[config.mk]
export PLATFORM = sky130hd
export DESIGN_NAME = mcsr_file_flat
export DESIGN_NICKNAME = d
export VERILOG_FILES = /design/src/rtl/mcsr_file_if.sv /design/src/rtl/mcsr_file.sv /design/src/flat_wrapper.sv
export SDC_FILE = /design/constraint.sdc
export NUM_CORES = 1
export LEC_CHECK = 0
export CORE_UTILIZATION = 50
export DETAILED_ROUTE_END_ITERATION = 16
export GPL_ROUTABILITY_DRIVEN = 1
export PLACE_DENSITY = 0.8
export SKIP_LAST_GASP = 1
export SLEW_MARGIN = 10
export SYNTH_ARGS = -nofsm -noshare
export SYNTH_HDL_FRONTEND = slang
export SYNTH_SLANG_ARGS = --single-unit
[constraint.sdc]
create_clock -name clk -period 5.8 [get_ports clk]
set_clock_uncertainty 0.2 [all_clocks]
set_input_delay 0.58 -clock clk [delete_from_list [all_inputs] [get_ports clk]]
set_output_delay 0.58 -clock clk [all_outputs]
set_load 0.01 [all_outputs]
[src/rtl/mcsr_file_if.sv]
// rtl/mcsr_file_if.sv - execution-unit to machine CSR file bus
//
// Purpose: bundles the exu2csr_* request/trap signals and csr2exu_* responses.
// Ports (signals):
//   exu2csr_r_req, exu2csr_w_req, exu2csr_rw_addr, exu2csr_w_cmd, exu2csr_w_data
//   exu2csr_take_irq, exu2csr_take_exc, exu2csr_exc_code, exu2csr_trap_val
//   exu2csr_mret_instr, exu2csr_mret_update, curr_pc, next_pc, retire_cnt
//   csr2exu_r_data, csr2exu_rw_exc, csr2exu_irq, csr2exu_new_pc
// Modports: master = execution unit, slave = CSR file.
interface mcsr_file_if;
  logic        exu2csr_r_req;
  logic        exu2csr_w_req;
  logic [11:0] exu2csr_rw_addr;
  logic [1:0]  exu2csr_w_cmd;
  logic [31:0] exu2csr_w_data;
  logic        exu2csr_take_irq;
  logic        exu2csr_take_exc;
  logic [3:0]  exu2csr_exc_code;
  logic [31:0] exu2csr_trap_val;
  logic        exu2csr_mret_instr;
  logic        exu2csr_mret_update;
  logic [31:0] curr_pc;
  logic [31:0] next_pc;
  logic [2:0]  retire_cnt;
  logic [31:0] csr2exu_r_data;
  logic        csr2exu_rw_exc;
  logic        csr2exu_irq;
  logic [31:0] csr2exu_new_pc;

  modport master (
    output exu2csr_r_req, exu2csr_w_req, exu2csr_rw_addr, exu2csr_w_cmd, exu2csr_w_data,
    output exu2csr_take_irq, exu2csr_take_exc, exu2csr_exc_code, exu2csr_trap_val,
    output exu2csr_mret_instr, exu2csr_mret_update, curr_pc, next_pc, retire_cnt,
    input  csr2exu_r_data, csr2exu_rw_exc, csr2exu_irq, csr2exu_new_pc
  );

  modport slave (
    input  exu2csr_r_req, exu2csr_w_req, exu2csr_rw_addr, exu2csr_w_cmd, exu2csr_w_data,
    input  exu2csr_take_irq, exu2csr_take_exc, exu2csr_exc_code, exu2csr_trap_val,
    input  exu2csr_mret_instr, exu2csr_mret_update, curr_pc, next_pc, retire_cnt,
    output csr2exu_r_data, csr2exu_rw_exc, csr2exu_irq, csr2exu_new_pc
  );
endinterface

[src/rtl/mcsr_file.sv]
// rtl/mcsr_file.sv - machine-mode CSR file with trap state, interrupts and counters
//
// Purpose: serves CSR read/write/set/clear, records trap state, supplies the
// trap/return target PC, prioritises interrupts, runs mcycle/minstret.
// Ports:
//   clk                      clock
//   rst                      synchronous active-low reset
//   ext_irq, tmr_irq, sw_irq raw interrupt lines
//   exu                      mcsr_file_if.slave bus to the execution unit
module mcsr_file #(
  parameter logic [31:0] MTVEC_RST = 32'h100,
  parameter logic [31:0] HART_ID   = 32'h0,
  parameter logic [31:0] MISA_VAL  = 32'h4000_0100
) (
  input  logic       clk,
  input  logic       rst,
  input  logic       ext_irq,
  input  logic       tmr_irq,
  input  logic       sw_irq,
  mcsr_file_if.slave exu
);

  logic        mst_mie, mst_mpie;
  logic [31:0] mie_q, mtvec_q, mscratch_q, mepc_q, mcause_q, mtval_q, mip_q;
  logic [63:0] mcycle_q, minstret_q;

  logic [31:0] rdata, wval, base, pend;
  logic        hit, rw_exc, w_en;
  logic [3:0]  irq_code;
  logic [63:0] cyc_sum, ins_sum;
  logic [11:0] addr;

  assign addr = exu.exu2csr_rw_addr;

  always_comb begin
    rdata = 32'h0;
    hit   = 1'b1;
    case (addr)
      12'hF11, 12'hF12, 12'hF13: rdata = 32'h0;
      12'hF14: rdata = HART_ID;
      12'h300: rdata = {19'b0, 2'b11, 3'b0, mst_mpie, 3'b0, mst_mie, 3'b0};
      12'h301: rdata = MISA_VAL;
      12'h304: rdata = mie_q;
      12'h305: rdata = mtvec_q;
      12'h340: rdata = mscratch_q;
      12'h341: rdata = mepc_q;
      12'h342: rdata = mcause_q;
      12'h343: rdata = mtval_q;
      12'h344: rdata = mip_q;
      12'hB00, 12'hC00: rdata = mcycle_q[31:0];
      12'hB80, 12'hC80: rdata = mcycle_q[63:32];
      12'hB02, 12'hC02: rdata = minstret_q[31:0];
      12'hB82, 12'hC82: rdata = minstret_q[63:32];
      default: hit = 1'b0;
    endcase
  end

  // Addresses with [11:10]==11 are read-only by encoding.
  assign rw_exc = (exu.exu2csr_r_req | exu.exu2csr_w_req) &
                  (~hit | (exu.exu2csr_w_req & (addr[11:10] == 2'b11)));

  always_comb begin
    case (exu.exu2csr_w_cmd)
      2'b01:   wval = exu.exu2csr_w_data;
      2'b10:   wval = rdata | exu.exu2csr_w_data;
      2'b11:   wval = rdata & ~exu.exu2csr_w_data;
      default: wval = rdata;
    endcase
  end

  // Traps pre-empt software writes issued in the same cycle.
  assign w_en = exu.exu2csr_w_req & ~rw_exc & ~exu.exu2csr_take_exc &
                ~exu.exu2csr_take_irq & (exu.exu2csr_w_cmd != 2'b00);

  assign pend = mip_q & mie_q;

  always_comb begin
    if (pend[11])     irq_code = 4'd11;
    else if (pend[3]) irq_code = 4'd3;
    else if (pend[7]) irq_code = 4'd7;
    else              irq_code = 4'd0;
  end

  assign base = {mtvec_q[31:2], 2'b00};

  always_comb begin
    if (exu.exu2csr_take_exc)
      exu.csr2exu_new_pc = base;
    else if (exu.exu2csr_take_irq)
      exu.csr2exu_new_pc = mtvec_q[0] ? base + {26'b0, irq_code, 2'b00} : base;
    else if (exu.exu2csr_mret_instr)
      exu.csr2exu_new_pc = mepc_q;
    else
      exu.csr2exu_new_pc = base;
  end

  assign exu.csr2exu_r_data = rdata;
  assign exu.csr2exu_rw_exc = rw_exc;
  assign exu.csr2exu_irq    = mst_mie & (|pend);

  assign cyc_sum = mcycle_q + 64'd1;
  assign ins_sum = minstret_q + {61'b0, exu.retire_cnt};

  always_ff @(posedge clk) begin
    if (!rst) begin
      mst_mie    <= 1'b0;
      mst_mpie   <= 1'b0;
      mie_q      <= 32'h0;
      mip_q      <= 32'h0;
      mtvec_q    <= MTVEC_RST;
      mscratch_q <= 32'h0;
      mepc_q     <= 32'h0;
      mcause_q   <= 32'h0;
      mtval_q    <= 32'h0;
      mcycle_q   <= 64'h0;
      minstret_q <= 64'h0;
    end else begin
      mip_q      <= {20'b0, ext_irq, 3'b0, tmr_irq, 3'b0, sw_irq, 3'b0};
      mcycle_q   <= cyc_sum;
      minstret_q <= ins_sum;
      // A written counter half overrides the increment; the other half
      // still takes the incremented value.
      if (w_en) begin
        case (addr)
          12'h300: begin
            mst_mie  <= wval[3];
            mst_mpie <= wval[7];
          end
          12'h304: mie_q      <= wval & 32'h0000_0888;
          12'h305: mtvec_q    <= {wval[31:2], 1'b0, wval[0]};
          12'h340: mscratch_q <= wval;
          12'h341: mepc_q     <= {wval[31:1], 1'b0};
          12'h342: mcause_q   <= wval;
          12'h343: mtval_q    <= wval;
          12'hB00: mcycle_q[31:0]    <= wval;
          12'hB80: mcycle_q[63:32]   <= wval;
          12'hB02: minstret_q[31:0]  <= wval;
          12'hB82: minstret_q[63:32] <= wval;
          default: ;
        endcase
      end
      if (exu.exu2csr_take_exc) begin
        mepc_q   <= {exu.curr_pc[31:1], 1'b0};
        mcause_q <= {1'b0, 27'b0, exu.exu2csr_exc_code};
        mtval_q  <= exu.exu2csr_trap_val;
        mst_mpie <= mst_mie;
        mst_mie  <= 1'b0;
      end else if (exu.exu2csr_take_irq) begin
        mepc_q   <= {exu.next_pc[31:1], 1'b0};
        mcause_q <= {1'b1, 27'b0, irq_code};
        mtval_q  <= 32'h0;
        mst_mpie <= mst_mie;
        mst_mie  <= 1'b0;
      end else if (exu.exu2csr_mret_update) begin
        mst_mie  <= mst_mpie;
        mst_mpie <= 1'b1;
      end
    end
  end

endmodule

[src/flat_wrapper.sv]
// flat-port wrapper written by rule: the top's interface ports become plain ports
module mcsr_file_flat 
#(
  parameter logic [31:0] MTVEC_RST = 32'h100,
  parameter logic [31:0] HART_ID   = 32'h0,
  parameter logic [31:0] MISA_VAL  = 32'h4000_0100
)
  (clk, rst, ext_irq, tmr_irq, sw_irq, exu_exu2csr_r_req, exu_exu2csr_w_req, exu_exu2csr_rw_addr, exu_exu2csr_w_cmd, exu_exu2csr_w_data, exu_exu2csr_take_irq, exu_exu2csr_take_exc, exu_exu2csr_exc_code, exu_exu2csr_trap_val, exu_exu2csr_mret_instr, exu_exu2csr_mret_update, exu_curr_pc, exu_next_pc, exu_retire_cnt, exu_csr2exu_r_data, exu_csr2exu_rw_exc, exu_csr2exu_irq, exu_csr2exu_new_pc);
  mcsr_file_if exu_i ();
  input  logic clk;
  input  logic rst;
  input  logic ext_irq;
  input  logic tmr_irq;
  input  logic sw_irq;
  input wire logic [$bits(exu_i.exu2csr_r_req)-1:0] exu_exu2csr_r_req;
  input wire logic [$bits(exu_i.exu2csr_w_req)-1:0] exu_exu2csr_w_req;
  input wire logic [$bits(exu_i.exu2csr_rw_addr)-1:0] exu_exu2csr_rw_addr;
  input wire logic [$bits(exu_i.exu2csr_w_cmd)-1:0] exu_exu2csr_w_cmd;
  input wire logic [$bits(exu_i.exu2csr_w_data)-1:0] exu_exu2csr_w_data;
  input wire logic [$bits(exu_i.exu2csr_take_irq)-1:0] exu_exu2csr_take_irq;
  input wire logic [$bits(exu_i.exu2csr_take_exc)-1:0] exu_exu2csr_take_exc;
  input wire logic [$bits(exu_i.exu2csr_exc_code)-1:0] exu_exu2csr_exc_code;
  input wire logic [$bits(exu_i.exu2csr_trap_val)-1:0] exu_exu2csr_trap_val;
  input wire logic [$bits(exu_i.exu2csr_mret_instr)-1:0] exu_exu2csr_mret_instr;
  input wire logic [$bits(exu_i.exu2csr_mret_update)-1:0] exu_exu2csr_mret_update;
  input wire logic [$bits(exu_i.curr_pc)-1:0] exu_curr_pc;
  input wire logic [$bits(exu_i.next_pc)-1:0] exu_next_pc;
  input wire logic [$bits(exu_i.retire_cnt)-1:0] exu_retire_cnt;
  output wire logic [$bits(exu_i.csr2exu_r_data)-1:0] exu_csr2exu_r_data;
  output wire logic [$bits(exu_i.csr2exu_rw_exc)-1:0] exu_csr2exu_rw_exc;
  output wire logic [$bits(exu_i.csr2exu_irq)-1:0] exu_csr2exu_irq;
  output wire logic [$bits(exu_i.csr2exu_new_pc)-1:0] exu_csr2exu_new_pc;
  assign exu_i.exu2csr_r_req = exu_exu2csr_r_req;
  assign exu_i.exu2csr_w_req = exu_exu2csr_w_req;
  assign exu_i.exu2csr_rw_addr = exu_exu2csr_rw_addr;
  assign exu_i.exu2csr_w_cmd = exu_exu2csr_w_cmd;
  assign exu_i.exu2csr_w_data = exu_exu2csr_w_data;
  assign exu_i.exu2csr_take_irq = exu_exu2csr_take_irq;
  assign exu_i.exu2csr_take_exc = exu_exu2csr_take_exc;
  assign exu_i.exu2csr_exc_code = exu_exu2csr_exc_code;
  assign exu_i.exu2csr_trap_val = exu_exu2csr_trap_val;
  assign exu_i.exu2csr_mret_instr = exu_exu2csr_mret_instr;
  assign exu_i.exu2csr_mret_update = exu_exu2csr_mret_update;
  assign exu_i.curr_pc = exu_curr_pc;
  assign exu_i.next_pc = exu_next_pc;
  assign exu_i.retire_cnt = exu_retire_cnt;
  assign exu_csr2exu_r_data = exu_i.csr2exu_r_data;
  assign exu_csr2exu_rw_exc = exu_i.csr2exu_rw_exc;
  assign exu_csr2exu_irq = exu_i.csr2exu_irq;
  assign exu_csr2exu_new_pc = exu_i.csr2exu_new_pc;
  mcsr_file #(.MTVEC_RST(MTVEC_RST), .HART_ID(HART_ID), .MISA_VAL(MISA_VAL)) u_core (.clk(clk), .rst(rst), .ext_irq(ext_irq), .tmr_irq(tmr_irq), .sw_irq(sw_irq), .exu(exu_i));
endmodule
After elaboration in Yosys (flattened, before gate mapping)
Index checks and enable logic that the tools add are counted.
{ "totals": {"input_bits": 160, "reg_bits": 323, "elab_cells": 125, "output_inout_bits": 66} }
{ "classes": {"addsub": 3, "n_bitwise": 18, "muxes": 36, "n_eq_ne": 25, "reduce_logical": 29} }
{ "op_table": {"columns": ["op", "n"], "rows": [
  ["$mux W32", 19],
  ["$pmux W32 S13", 1],
  ["$eq A12 B12 Y1 const B", 12],
  ["$mux W64", 2],
  ["$eq A12 B10 Y1 const B", 9],
  ["$pmux W32 S3", 1],
  ["$add A64 B1 Y64 const B", 1],
  ["$add A64 B3 Y64", 1],
  ["$add A32 B6 Y32", 1],
  ["$and A32 B12 Y32", 1],
  ["$and A32 B32 Y32", 1],
  ["$not A32 Y32", 1],
  ["$or A32 B32 Y32", 1],
  ["$reduce_or A32 Y1", 1],
  ["$reduce_or A21 Y1", 1],
  ["$reduce_and A2 Y1", 10],
  ["$mux W4", 3],
  ["$reduce_bool A3 Y1", 4],
  ["$reduce_bool A2 Y1", 5],
  ["$reduce_or A2 Y1", 5],
  ["$mux W1", 9],
  ["$reduce_bool A4 Y1", 2],
  ["$and A1 B1 Y1", 7],
  ["$eq A2 B2 Y1 const B", 3],
  ["other kinds (5)", 10]
]} }

Depth between registers and ports, before layout
Gate-level depths: netlist of run 1.
{ "depth": {"word_depth": 15, "depth_mapped": 11, "depth_no_buf": 11} }

Worst setup path before layout of run 1
Ideal clock, no wire load.
{ "synth_path": {"kind": "input to output", "start": "in exu_exu2csr_rw_addr[10]", "end": "out exu_csr2exu_r_data[13]", "arrival_time_ps": 2493, "n_path_buf": 5, "slack_ps": 2527, "required_ps": 5020, "path_stages": 10, "path_cell_list": "clkbuf_1 -> and4b_1 -> buf_2 -> o21ai_2 -> buf_2 -> buf_2 -> buf_1 -> o22ai_1 -> a211oi_1 -> o21ai_0"} }
{ "synth_via": {"elab_chain_cells": 3, "word_cells_on_any_way": 22, "cone_classes": "17 x eq/ne; 1 x mux; 4 x reduce/logical"} }
{ "synth_lines": {"columns": ["item", "line_no", "source"], "rows": [
  ["from (decl)", "flat_wrapper.sv:17", "input wire logic [$bits(exu_i.exu2csr_rw_addr)-1:0] exu_exu2csr_rw_addr;"],
  ["$eq A12 B12 Y1", "mcsr_file.sv:38", "case (addr)"],
  ["$reduce_or A2 Y1", null, null],
  ["$pmux W32 S13 (*)", "mcsr_file.sv:38", null],
  ["to (decl)", "flat_wrapper.sv:29", "output wire logic [$bits(exu_i.csr2exu_r_data)-1:0] exu_csr2exu_r_data;"]
]} }
Mark *: on every way between the ends. The rest lies on a longest branch, timed or not.

Worst setup path after layout of run 1
{ "layout_path": {"start": "in exu_exu2csr_rw_addr[2]", "end": "out exu_csr2exu_r_data[2]"} }
Same word-level chain as after synthesis.

==> results of run 1 <==
-- area by class of cell --
type | count | share of cell area, %
Tap cell | 511 | 2.75
Inverter | 39 | 0.634
Timing Repair Buffer | 310 | 12.5
Clock inverter | 14 | 1.10
Multi-Input combinational cell | 1867 | 53.0
Clock buffer | 53 | 4.76
Antenna cell | 2 | 0.0215
Sequential cell | 294 | 25.3
-- sequential cells by signal, summed over array words and instances (netlist names) --
signal,count
u_core.mie_q,3
u_core.mtval_q,32
u_core.mst_mie,1
u_core.mcycle_q,64
u_core.mst_mpie,1
u_core.mip_q,3
u_core.minstret_q,64
u_core.mepc_q,31
u_core.mscratch_q,32
u_core.mtvec_q,31
u_core.mcause_q,32
-- power by group through the flow --
stage / registers [mW] / logic (mW) / clock network (mW)
3_3_place_gp: 2.16 / 0.663 / 0
3_5_place_dp: 2.16 / 0.670 / 0
4_1_cts: 2.11 / 0.673 / 2.64
2_1_floorplan: 2.13 / 0.322 / 0
6_report: 2.12 / 0.710 / 2.66
5_1_grt: 2.12 / 0.725 / 2.73
-- layer usage --
| layer | part of all wire [%] | GRT usage, % | wire length, um | vias to the layer above |
|---|---|---|---|---|
| met5 | 0.074 | 0 | 74 | - |
| li1 | - | - | - | 9614 |
| met1 | 35 | 61.5 | 35000 | 10700 |
| met2 | 41 | 73.6 | 41600 | 2002 |
| met4 | 8.3 | 36.4 | 8390 | 10 |
| met3 | 16 | 17.6 | 15700 | 442 |
-- stage by stage --
| step | power [mW] | worst slack (ns) | instance area [sq um] | util [%] |
|---|---|---|---|---|
| CTS | 5.42 | 0.904 | 23300 | 61.6 |
| floorplan | 2.45 | 2.53 | 19200 | - |
| global route | 5.57 | 0.599 | 23300 | 61.6 |
| global placement | 2.82 | 0.971 | 21900 | 58.0 |
| finish | 5.49 | 0.488 | 23300 | 61.6 |
| detailed placement | 2.83 | 0.963 | 21900 | 58.0 |
-- final timing paths --
check,startpoint,endpoint,depth (start not counted)
max reg2reg,u_core.mcycle_q[30]$_SDFF_PN0_,u_core.mcycle_q[62]$_SDFF_PN0_,6
min reg2reg,u_core.mscratch_q[27]$_SDFFE_PN0P_,u_core.mscratch_q[27]$_SDFFE_PN0P_,2
max,exu_exu2csr_rw_addr[2],exu_csr2exu_r_data[2],6
min,u_core.mscratch_q[27]$_SDFFE_PN0P_,u_core.mscratch_q[27]$_SDFFE_PN0P_,2
-- cells by family (layout without fill, tap and decap cells) --
logic type	count (synthesis)	in the layout	synth area share, %
AO/OA/AOI/OAI	931	931	33.5
XOR/XNOR	102	102	4.66
adder cells (fa/ha/maj)	10	10	0.730
buffers and inverters	266	416	5.63
flip-flops	294	294	30.7
multiplexers	46	46	3.16
other	1	3	0.0195
AND/OR/NAND/NOR	777	777	21.6
-- tightest hold or removal path, stage by stage (launching register included) --
cell and delay [ns]:
dfxtp_1 0.32, nand2_1 0.04, o21ai_0 0.06
-- placed cells by master (no fill, tap or decap), drive strengths merged, types with 18 or more instances in the layout --
cell type      netlist  final
o31ai               28     28
o211a               19     19
nor4                49     49
xnor2               63     63
xor2                39     39
dfxtp              294    294
or3                 18     18
nand3              101    101
and4                30     30
nand2              208    208
nor2               109    109
and2                30     30
buf                 66     92
a21oi              210    210
mux2i               29     29
o2bb2ai             24     24
and3                36     36
nor3                60     60
o22ai               54     54
a31oi               19     19
a22oi               82     82
clkbuf             161     53
nand4               65     65
o21ai              158    158
a22o                38     38
inv                 37     38
clkdlybuf4s50        0    218
o221ai              45     45
a211oi              38     38
o21a                60     60
==> results.toml, run 1 <==
[clock_network]
cts_tree = "done"
numCtsBuffers = 37
clkSinkCount = 294
postCtsSetupRepairBufs = 0
ctsResizeCount = 0
hold_buffers = 0
cts-root-buf = "clkbuf_16"
clk_path_buf_depth = 3
clk_pin_slew_ns = 0.06
cts_max_level = 2
clk-insertion-delay-late_ns = 0.59

[flow_run]
drv_cap = 0

[detailed_routing]
drcViolationCount = 0
vias_per_cell = 7.38
drt-initial-drc-count = 3698
drt-wirelength-per-cell_um = 32.6
drt_pass1_iterations = 6
ant_nets = 0
num_vias = 22800
routed_wl_mm = 101

[floorplan]
start_util_pct = 50.8
core_sq_um = 37800
io_pins = 226
die-width_um = 198
die_area_sq_um = 39200
die_h_um = 198
num_rows = 71

[global_route]
grt_overflow = 0
grt_max_degree = 83
antenna_found_initial = 8
grt_pass1_vias = 20700
grt_pass1_wl_mm = 143
track_usage_pct = 50.5

[sta]
rsz0062_at_grt = "false"
hold_viol = 0
finalMaxSlewViolations = 0
setup_viol = 0
post-route-period-util_pct = 91.6
hold-worst-slack_ns = 0.252
max_slew_margin_pct = 14.9
max_freq_mhz = 188
tns_ns = 0
max_slew.worst_pin.slew_ns = 1.28
min_period_ns = 5.31

[synthesis]
ys_async_sr_fraction_pct = 0
syn_area_sq_um = 19200
synth_edf_count = 0
synthTopCellsByArea = "dfxtp_1 (31%), a21oi_1 (5.5%), nand2_1 (4.1%), o21ai_0 (4.0%), a22oi_1 (3.2%)"
synth_seq_cells = 294
syn_avg_cell_area_sq_um = 7.90
synth.largest_area_cell = "dfxtp_1"
syn_inst = 2427
synth.most_common_cell = "dfxtp_1"
synth_nets = 2597
yosysSeqAreaShare_pct = 30.7
synth_cell_type_count = 94
synth_top_area_share_pct = 30.7
yosys-top-cells-count = "dfxtp_1 (294), a21oi_1 (210), nand2_1 (207), clkbuf_1 (161), o21ai_0 (155)"
ys.flop_type = "dfxtp_1"
ys_warn_count = 0

[setup_path]
max_stage_delay_ns = 0.93
crit_family = "buffers and inverters"
r2r_slack_ns = 2.35
slowest_stage = "clkdlybuf4s50_1"
crit_path_frequent_cell = "clkdlybuf4s50_1"
cp_data_required_time_ns = 5.02
cp_max_fo = 74
crit_buf_inv = 3
start_kind = "input pin"
cp_data_arrival_time_ns = 4.53
worstPathCellList = "clkdlybuf4s50_1 > nor4b_2 > buf_12 > a22oi_1 > o21ai_0 > clkdlybuf4s50_1"
endpoint_kind = "output port"
critPathKind = "input pin to output port"

[power_and_ir_drop]
vdd_ir_drop_max_uv = 215
p_clk_share_pct = 48.4
pwr-share-seq_pct = 38.6
sw_frac_of_total_pct = 27.8
p_switching_mw = 1.53
p_int_mw = 3.96
comb_power_share_pct = 12.9
leakagePower_nw = 8.11
powerDensity_nw_per_um2 = 236

[final_layout]
multiInputGateArea_sq_um = 12300
area_growth_pct = 21.3
stdcell_count = 3090
finalNetCount = 2719
drive_gt1_share_pct = 9.04
seqCellArea_sq_um = 5890
fill_cells = 3338

[hold_path]
hold_class = "flip-flop to flip-flop"

[outcome]
status = "finished, final reports clean"

[placed_design]
dp_hpwl_mm = 72.0
routabilityCongestion = 1.06
post-place-cells = 3021
io_buffers = 222
Power figures use the tool's default switching activity.
==> run 2: changes to the inputs <==
--- a/config.mk
+++ b/config.mk
@@ -5,6 +5,7 @@
 export SDC_FILE = /design/constraint.sdc
 export NUM_CORES = 1
 export LEC_CHECK = 0
+export CORE_MARGIN = 3
 export CORE_UTILIZATION = 50
 export DETAILED_ROUTE_END_ITERATION = 16
 export GPL_ROUTABILITY_DRIVEN = 1
==> run 2 against run 1 <==
Net effect:
- cell area down 0.46%
- register-to-register slack worse by 0.42 ns
- utilization down 0.28 points
- die area up 4.1%
- critical path depth up 6
- first-iteration DRC count up 14%
- combinational power about the same
- fmax up 1.6%
- critical endpoint is now exu_csr2exu_new_pc[28]
==> results.toml, run 2 (synthesized netlist as in run 1, its figures left out) <==
[outcome]
status = "finished, final reports clean"

[placed_design]
dpl_cell_area_sq_um = 21900
dp_hpwl_mm = 71.7
io_buffers = 222
routabilityCongestion = 1.08

[global_route]
track_usage_pct = 46.3
grt_overflow = 0
antenna_found_initial = 8
grt_pass1_vias = 21000
grt_max_degree = 76
grt_pass1_wl_mm = 142

[sta]
hold_viol = 0
max_slew.worst_pin.slew_ns = 1.37
finalMaxSlewViolations = 0
max_freq_mhz = 191
post-route-period-util_pct = 90.2
min_period_ns = 5.23
max_slew_margin_pct = 8.98
rsz0062_at_grt = "false"
setup_viol = 0
tns_ns = 0

[detailed_routing]
drcViolationCount = 0
ant_nets = 0
routed_wl_mm = 99.0
drt_pass1_iterations = 7
num_vias = 22900
drt-initial-drc-count = 4199
vias_per_cell = 7.39
drt-wirelength-per-cell_um = 32.0

[floorplan]
start_util_pct = 50.8
core_sq_um = 37800
die_area_sq_um = 40800
io_pins = 226
num_rows = 71
die_h_um = 202
die-width_um = 202

[setup_path]
start_kind = "flip-flop"
cp_max_fo = 6
r2r_slack_ns = 1.93
worstRegToRegCells = 6
critPathKind = "flip-flop to output port"
endpoint_kind = "output port"
reg2reg_from = "u_core.mcycle_q[16]$_SDFF_PN0_"
cp_data_arrival_time_ns = 4.45
cp_data_required_time_ns = 5.02
reg2reg_to = "u_core.mcycle_q[62]$_SDFF_PN0_"

[power_and_ir_drop]
leakagePower_nw = 8.08
vdd_ir_drop_max_uv = 175
powerDensity_nw_per_um2 = 225
power_mw = 5.20

[hold_path]
hold_start = "u_core.mcause_q[19]$_SDFFE_PP0P_"
hold_class = "flip-flop to flip-flop"
whs_endpoint = "u_core.mcause_q[19]$_SDFFE_PP0P_"
whs_path_depth = 2

[final_layout]
drive_gt1_share_pct = 9.07
final_common_cell = "dfxtp_1"
final_area_sq_um = 23200
area_growth_pct = 20.8
mostFrequentLayoutCells = "dfxtp_1 (294), clkdlybuf4s50_1 (218), a21oi_1 (210), nand2_1 (207), o21ai_0 (155)"
largest_registers = "u_core.mcycle_q (64), u_core.minstret_q (64)"
finalNetCount = 2724

[clock_network]
hold_buffers = 0
cts_max_level = 2
cts-root-buf = "clkbuf_16"
postCtsSetupRepairBufs = 0
numCtsBuffers = 36
clkSinkCount = 294
clk-insertion-delay-late_ns = 0.57
clk_pin_slew_ns = 0.06
ctsResizeCount = 0
clk_path_buf_depth = 3
cts_tree = "done"

[flow_run]
drv_cap = 0
[run 2: changes by cell type in the layout (fill, tap and decap cells not counted), moves of 2 or more]
cell       before  now
nor4_2          6    4
clkinv_2        4    7
clkbuf_16      39   37
buf_4          86   90
diode_2         2    4
bufinv_16       7    3
nor4_1         40   42
[run 2: power breakdown]
| part | switching (mW) | total [mW] | leakage [nW] | internal [mW] |
|---|---|---|---|---|
| sequential | 0.0533 | 2.12 | 2.39 | 2.06 |
| combinational | 0.450 | 0.709 | 5.10 | 0.259 |
| clock | 0.969 | 2.38 | 0.599 | 1.41 |
| total | 1.47 | 5.20 | 8.08 | 3.73 |
[run 2: critical path, cell delays in order (launching register included)]
cell and delay, ns:
dfxtp_1 0.42, and2_1 0.25, a21o_1 0.15, nand2b_1 0.31
ha_1 0.26, fa_1 0.23, a21o_1 0.15, a21oi_1 0.12
nor4_1 0.82, nand3_1 0.22, mux2i_1 0.17, a21oi_1 0.21
clkdlybuf4s50_1 0.57
[run 2: final cells by class]
cell class	count	area (sq um)
diodes	4	10.0
clock buffers	50	1050
clock inverters	14	158
fillers	3402	14600
inverters	39	146
multi-input cells	1867	12300
flip-flops and latches	294	5890
well taps	511	639
repair buffers	316	2960
[run 2: routing by layer]
| metal | track usage [%] | part of all wire, % |
|---|---|---|
| met2 | 69.2 | 41 |
| met4 | 29.0 | 8.2 |
| met1 | 57.1 | 35 |
| met5 | 0 | 0.048 |
| met3 | 16.1 | 15 |
[run 2: how the worst max path moves through the flow]
stage,from,end,slack [ns],depth (start not counted)
after floorplan,exu_exu2csr_rw_addr[10],exu_csr2exu_r_data[13],2.53,10
after global placement,exu_exu2csr_rw_addr[10],exu_csr2exu_r_data[11],1.06,7
after detailed placement,exu_exu2csr_rw_addr[10],u_core.mepc_q[2]$_SDFFE_PN0P_,1.04,8
after CTS,u_core.mip_q[11]$_SDFF_PN0_,exu_csr2exu_new_pc[28],0.68,12
after global routing,u_core.mip_q[11]$_SDFF_PN0_,exu_csr2exu_new_pc[28],0.39,12
final,u_core.mip_q[11]$_SDFF_PN0_,exu_csr2exu_new_pc[28],0.57,12
[run 2: through the flow]
step / utilization (%) / hold slack [ns] / std cells / worst slack [ns]
CTS: 61.3 / 0.248 / 3091 / 0.685
global route: 61.3 / 0.271 / 3093 / 0.386
global placement: 58.1 / 0.229 / 3027 / 1.06
floorplan: - / 0.217 / 2427 / 2.53
detailed placement: 58.1 / 0.240 / 3027 / 1.04
finish: 61.4 / 0.250 / 3095 / 0.569
